### config.mk
export PLATFORM = sky130hd
export DESIGN_NAME = load_store_unit
export DESIGN_NICKNAME = d
export VERILOG_FILES = /design/src/rtl/load_store_unit.sv
export SDC_FILE = /design/constraint.sdc
export NUM_CORES = 1
export LEC_CHECK = 0
export CELL_PAD_IN_SITES_DETAIL_PLACEMENT = 1
export CELL_PAD_IN_SITES_GLOBAL_PLACEMENT = 1
export CORE_ASPECT_RATIO = 0.9
export CORE_UTILIZATION = 34
export CTS_BUF_LIST = sky130_fd_sc_hd__clkbuf_8
export DETAILED_ROUTE_END_ITERATION = 10
export GPL_ROUTABILITY_DRIVEN = 0
export PLACE_DENSITY = 0.88
export SYNTH_ARGS = -nofsm -noshare
export SYNTH_HDL_FRONTEND = slang
export SYNTH_SLANG_ARGS = --single-unit
export TNS_END_PERCENT = 5
### constraint.sdc
create_clock -name clk -period 6.3 [get_ports clk]
set_input_delay 0.63 -clock clk [delete_from_list [all_inputs] [get_ports clk]]
set_output_delay 0.63 -clock clk [all_outputs]
set_load 0.02 [all_outputs]
### src/rtl/load_store_unit.sv
// load_store_unit: memory-access stage; one valid/ready bus transaction per load/store with lane/strobe formatting.
// Ports: clk/reset (async, active-high); request start/is_load/is_store/funct3/address/store_data;
// bus mem_valid/mem_ready/mem_address/mem_wstrobes/mem_wdata/mem_rdata;
// status busy/done/bus_error and formatted load_data.
// Optional LSU_MISALIGN_TRAP_EN adds output misaligned and skips the bus for misaligned halfword/word accesses.
module load_store_unit #(
  parameter int timeout = 0
) (
  input  logic        clk,
  input  logic        reset,
  input  logic        start,
  input  logic        is_load,
  input  logic        is_store,
  input  logic [2:0]  funct3,
  input  logic [31:0] address,
  input  logic [31:0] store_data,
  output logic        mem_valid,
  input  logic        mem_ready,
  output logic [31:0] mem_address,
  output logic [3:0]  mem_wstrobes,
  output logic [31:0] mem_wdata,
  input  logic [31:0] mem_rdata,
  output logic        busy,
  output logic        done,
  output logic        bus_error,
`ifdef LSU_MISALIGN_TRAP_EN
  output logic        misaligned,
`endif
  output logic [31:0] load_data
);
  typedef enum logic [1:0] {IDLE, ACCESS, DONE} state_t;
  state_t state, next;
  logic ld_q, err_q, mis_q, req, trap, expired;
  logic [2:0] f3_q;
  logic [1:0] off_q;
  logic [31:0] wait_cnt, st_wdata, ld_fmt;
  logic [3:0] st_strb;
  logic [7:0] b;
  logic [15:0] h;
  always_comb begin
    req = start && (is_load || is_store);
`ifdef LSU_MISALIGN_TRAP_EN
    trap = req && (funct3[1:0] == 2'b01 ? address[0] : funct3[1:0] != 2'b00 && address[1:0] != 2'b00);
`else
    trap = 1'b0;
`endif
    expired = timeout != 0 && !mem_ready && wait_cnt == 32'(timeout - 1);
    next = state == IDLE ? (start ? (req && !trap ? ACCESS : DONE) : IDLE)
         : state == ACCESS ? (mem_ready || expired ? DONE : ACCESS)
         : IDLE;
    st_strb = !is_store ? 4'b0000
            : funct3[1:0] == 2'b00 ? 4'b0001 << address[1:0]
            : funct3[1:0] == 2'b01 ? (address[1] ? 4'b1100 : 4'b0011)
            : 4'b1111;
    st_wdata = funct3[1:0] == 2'b00 ? {4{store_data[7:0]}}
             : funct3[1:0] == 2'b01 ? {2{store_data[15:0]}}
             : store_data;
    b = mem_rdata[8*off_q +: 8];
    h = off_q[1] ? mem_rdata[31:16] : mem_rdata[15:0];
    // funct3[2] selects zero extension (LBU/LHU)
    ld_fmt = f3_q[1:0] == 2'b00 ? {{24{b[7] & ~f3_q[2]}}, b}
           : f3_q[1:0] == 2'b01 ? {{16{h[15] & ~f3_q[2]}}, h}
           : mem_rdata;
  end
  always_ff @(posedge clk or posedge reset)
    if (reset) state <= IDLE;
    else state <= next;
  always_ff @(posedge clk or posedge reset)
    if (reset) begin
      mem_address <= '0;
      mem_wstrobes <= '0;
      mem_wdata <= '0;
      load_data <= '0;
      ld_q <= 1'b0;
      f3_q <= '0;
      off_q <= '0;
      wait_cnt <= '0;
      err_q <= 1'b0;
      mis_q <= 1'b0;
    end else if (state == IDLE && start) begin
      err_q <= 1'b0;
      mis_q <= trap;
      wait_cnt <= '0;
      if (req) begin
        mem_address <= {address[31:2], 2'b00};
        mem_wstrobes <= st_strb;
        mem_wdata <= st_wdata;
        ld_q <= is_load && !is_store;
        f3_q <= funct3;
        off_q <= address[1:0];
      end
    end else if (state == ACCESS) begin
      if (mem_ready) load_data <= ld_q ? ld_fmt : load_data;
      else if (expired) err_q <= 1'b1;
      else wait_cnt <= wait_cnt + 32'd1;
    end
  // mem_valid decodes state so an async reset drops it immediately
  assign mem_valid = state == ACCESS;
  assign busy = state != IDLE;
  assign done = state == DONE;
  assign bus_error = done && err_q;
`ifdef LSU_MISALIGN_TRAP_EN
  assign misaligned = done && mis_q;
`endif
endmodule
==> results.sh <==
export IMPL_path_clk_slew_ns=0.09
export IMPL_htree_num_levels=3
export IMPL_skew_ns=0.0106
export IMPL_drtIter0Drc=273
export IMPL_tns_ns=0
export IMPL_rsz0062_at_grt="no"
export IMPL_arrival_ns=2.78
export IMPL_r2r_start="state[1]$_DFF_PP0_"
export IMPL_p_sw_mw=1.27
export IMPL_synth_edf_count=0
export IMPL_ir_drop_v=0.000190
export IMPL_antenna_cells=0
export IMPL_synth_top_cell_area_share_pct=54.8
export IMPL_min_to="mem_wdata[24]$_DFFE_PP0P_"
export IMPL_cp_max_fo=27
export IMPL_post_cts_setup_buffers=0
export IMPL_grt_pass1_wl_um=25900
export IMPL_r2r_end="load_data[31]$_DFFE_PP0P_"
export IMPL_clockBufferDepth=2
export IMPL_multi_input_area_um2=2010
export IMPL_final_hold_violation_count=0
export IMPL_die_x_um=128
export IMPL_required_ns=6.60
export IMPL_worst_pin_slew_ns=1.06
export IMPL_fin_util_pct=52.9
export IMPL_seq_power_share_pct=37.6
export IMPL_setup_violations=0
export IMPL_critPathLaunchType="primary input"
export IMPL_grt_pass1_vias=4861
export IMPL_internal_power_mw=1.87
export IMPL_dp_hpwl_um=12100
export IMPL_wl_per_cell_um=18.4
export IMPL_synth_seq_cells=106
export IMPL_fp_row_count=40
export IMPL_initial_core_util_pct=35.5
export IMPL_area_growth_syn_to_layout_pct=48.9
export IMPL_ioPinCount=209
export IMPL_drive_gt1_share_pct=4.90
export IMPL_portBuffers=205
export IMPL_maxCapViolCount=0
export IMPL_insertion_delay_ns=0.39
export IMPL_max_freq_mhz=403
export IMPL_synth_seq_area_share_pct=54.8
export IMPL_fin_nets=814
export IMPL_status="finished clean"
export IMPL_slew_violations=0
export IMPL_hp_start="mem_wdata[24]$_DFFE_PP0P_"
export IMPL_die_h_um=115
export IMPL_ff2ff_path_depth=4
export IMPL_crit_path_end_kind="register"
export IMPL_fill_cells=1533
export IMPL_synthesis_instances=523
export IMPL_min_path_cells=2
export IMPL_wirelength_um=16600
export IMPL_cts_tree="yes"
export IMPL_holdBufCountCts=0
export IMPL_sw_frac_of_total_pct=40.4
export IMPL_regArea_um2=2650
export IMPL_fp_dieArea_um2=14700
export IMPL_antenna_found_initial=0
export IMPL_p_comb_share_pct=48.4
export IMPL_coreArea_um2=13600
export IMPL_grt_total_usage_pct=23.0
export IMPL_yosys_top_cells_area="dfrtp_1 (55%), nand2_1 (13%), mux2i_1 (5.6%)"
export IMPL_drc=0
export IMPL_power_density_nw_per_um2=436
export IMPL_p_leak_nw=3.23
export IMPL_first_pass_iters=4
export IMPL_overflow=0
export IMPL_post_cts_resized=0
export IMPL_max_slew_margin_pct=29.1
export IMPL_num_vias=4593
export IMPL_synth_flop_cell="dfrtp_1"
export IMPL_synth_async_reset_ratio_pct=100
export IMPL_netlist_area_um2=4840
export IMPL_antenna_left=0
export IMPL_synth_area_leader_cell="dfrtp_1"
export IMPL_fin_crit_sh_pct=39.4
export IMPL_r2r_setup_slack_ns=3.88
export IMPL_cts_buffers=9
export IMPL_cts_sinks=106
export IMPL_grt_max_degree=84
export IMPL_p_clk_share_pct=14.0
export IMPL_crit_type="primary input to register"
export IMPL_fin_crit_ns=2.48
export IMPL_yosysWarningCount=0
export IMPL_avgSynthCellArea_um2=9.25
export IMPL_drt_vias_per_instance=5.09
export IMPL_synth_distinct_cells=39
export IMPL_cts_root_buf="clkbuf_8"
export IMPL_hold_class="register to register"
metal layers:
layer | vias to the layer above | share of wire, % | GRT usage, %
met5 | - | 0 | 0
met2 | 194 | 48 | 38.0
li1 | 2129 | - | -
met4 | 0 | 1.9 | 6.90
met1 | 2249 | 40 | 27.3
met3 | 21 | 10 | 9.91
synthesized netlist by cell type, types with 5 or more instances:
| cell | count |
|---|---|
| nand2_1 | 172 |
| mux2_2 | 8 |
| a22oi_1 | 7 |
| o21ai_1 | 5 |
| clkbuf_1 | 10 |
| nor2_1 | 28 |
| a22o_1 | 7 |
| a32oi_1 | 7 |
| nand3_1 | 34 |
| mux2i_1 | 27 |
| o21ai_0 | 28 |
| a21oi_1 | 24 |
| buf_4 | 6 |
| dfrtp_1 | 106 |
| a221o_1 | 7 |
| buf_2 | 18 |
layout by cell type, fill, tap and decap left out, drive strengths merged, types with 8 or more instances in the layout:
master	Yosys	layout
a21oi	25	25
clkbuf	11	11
clkdlybuf4s50	0	205
dfrtp	106	106
mux2	8	8
mux2i	27	27
nand2	172	172
nand3	34	34
nor2	29	29
o21ai	33	33
kinds of logic after synthesis:
group / share of synthesized area, %
compound gates: 12.3
buf+inv: 4.14
flops: 54.8
mux: 7.45
other cells: 0.0775
simple gates: 21.2
layout make-up:
type,count,area share [%]
Sequential cell,106,36.8
Timing Repair Buffer,209,28.9
Multi-Input combinational cell,378,27.8
Tap cell,189,3.28
Clock buffer,11,2.10
Clock inverter,5,0.764
Inverter,5,0.295
worst max path at each step:
stage,slack (ns),end,start
3_5_place_dp,3.45,load_data[31]$_DFFE_PP0P_,mem_ready
5_1_grt,3.68,load_data[31]$_DFFE_PP0P_,state[1]$_DFF_PP0_
3_3_place_gp,3.61,load_data[29]$_DFFE_PP0P_,mem_ready
4_1_cts,3.86,load_data[31]$_DFFE_PP0P_,mem_ready
6_report,3.82,load_data[31]$_DFFE_PP0P_,mem_ready
2_1_floorplan,2.88,f3_q[0]$_DFFE_PP0P_,reset
sequential cells by signal, summed over array words and instances (netlist names):
register and flops:
load_data 32, off_q 2, mem_address 30, f3_q 3, state 2, ld_q 1
mem_wstrobes 4, mem_wdata 32
through the flow:
stage,worst slack (ns),instance area [um^2],cells,total power [mW],hold slack [ns]
3_5_place_dp,3.45,7000,887,2.72,0.467
3_3_place_gp,3.61,7000,887,2.65,0.458
2_1_floorplan,2.88,4850,525,1.92,0.464
5_1_grt,3.68,7200,903,3.33,0.515
6_report,3.82,7200,903,3.14,0.483
4_1_cts,3.86,7200,903,3.17,0.492
critical path: stages:
cell	delay [ns]
clkdlybuf4s50_1	0.52
and3_1	0.88
o2111ai_4	0.51
nand3_1	0.22
power by group through the flow:
stage | combinational, mW | sequential (mW) | clock (mW)
final | 1.52 | 1.18 | 0.439
after global placement | 1.48 | 1.17 | 0
after detailed placement | 1.53 | 1.19 | 0
after global routing | 1.63 | 1.22 | 0.481
after floorplan | 0.470 | 1.45 | 0
after CTS | 1.54 | 1.18 | 0.454
Power figures use the tool's default switching activity.
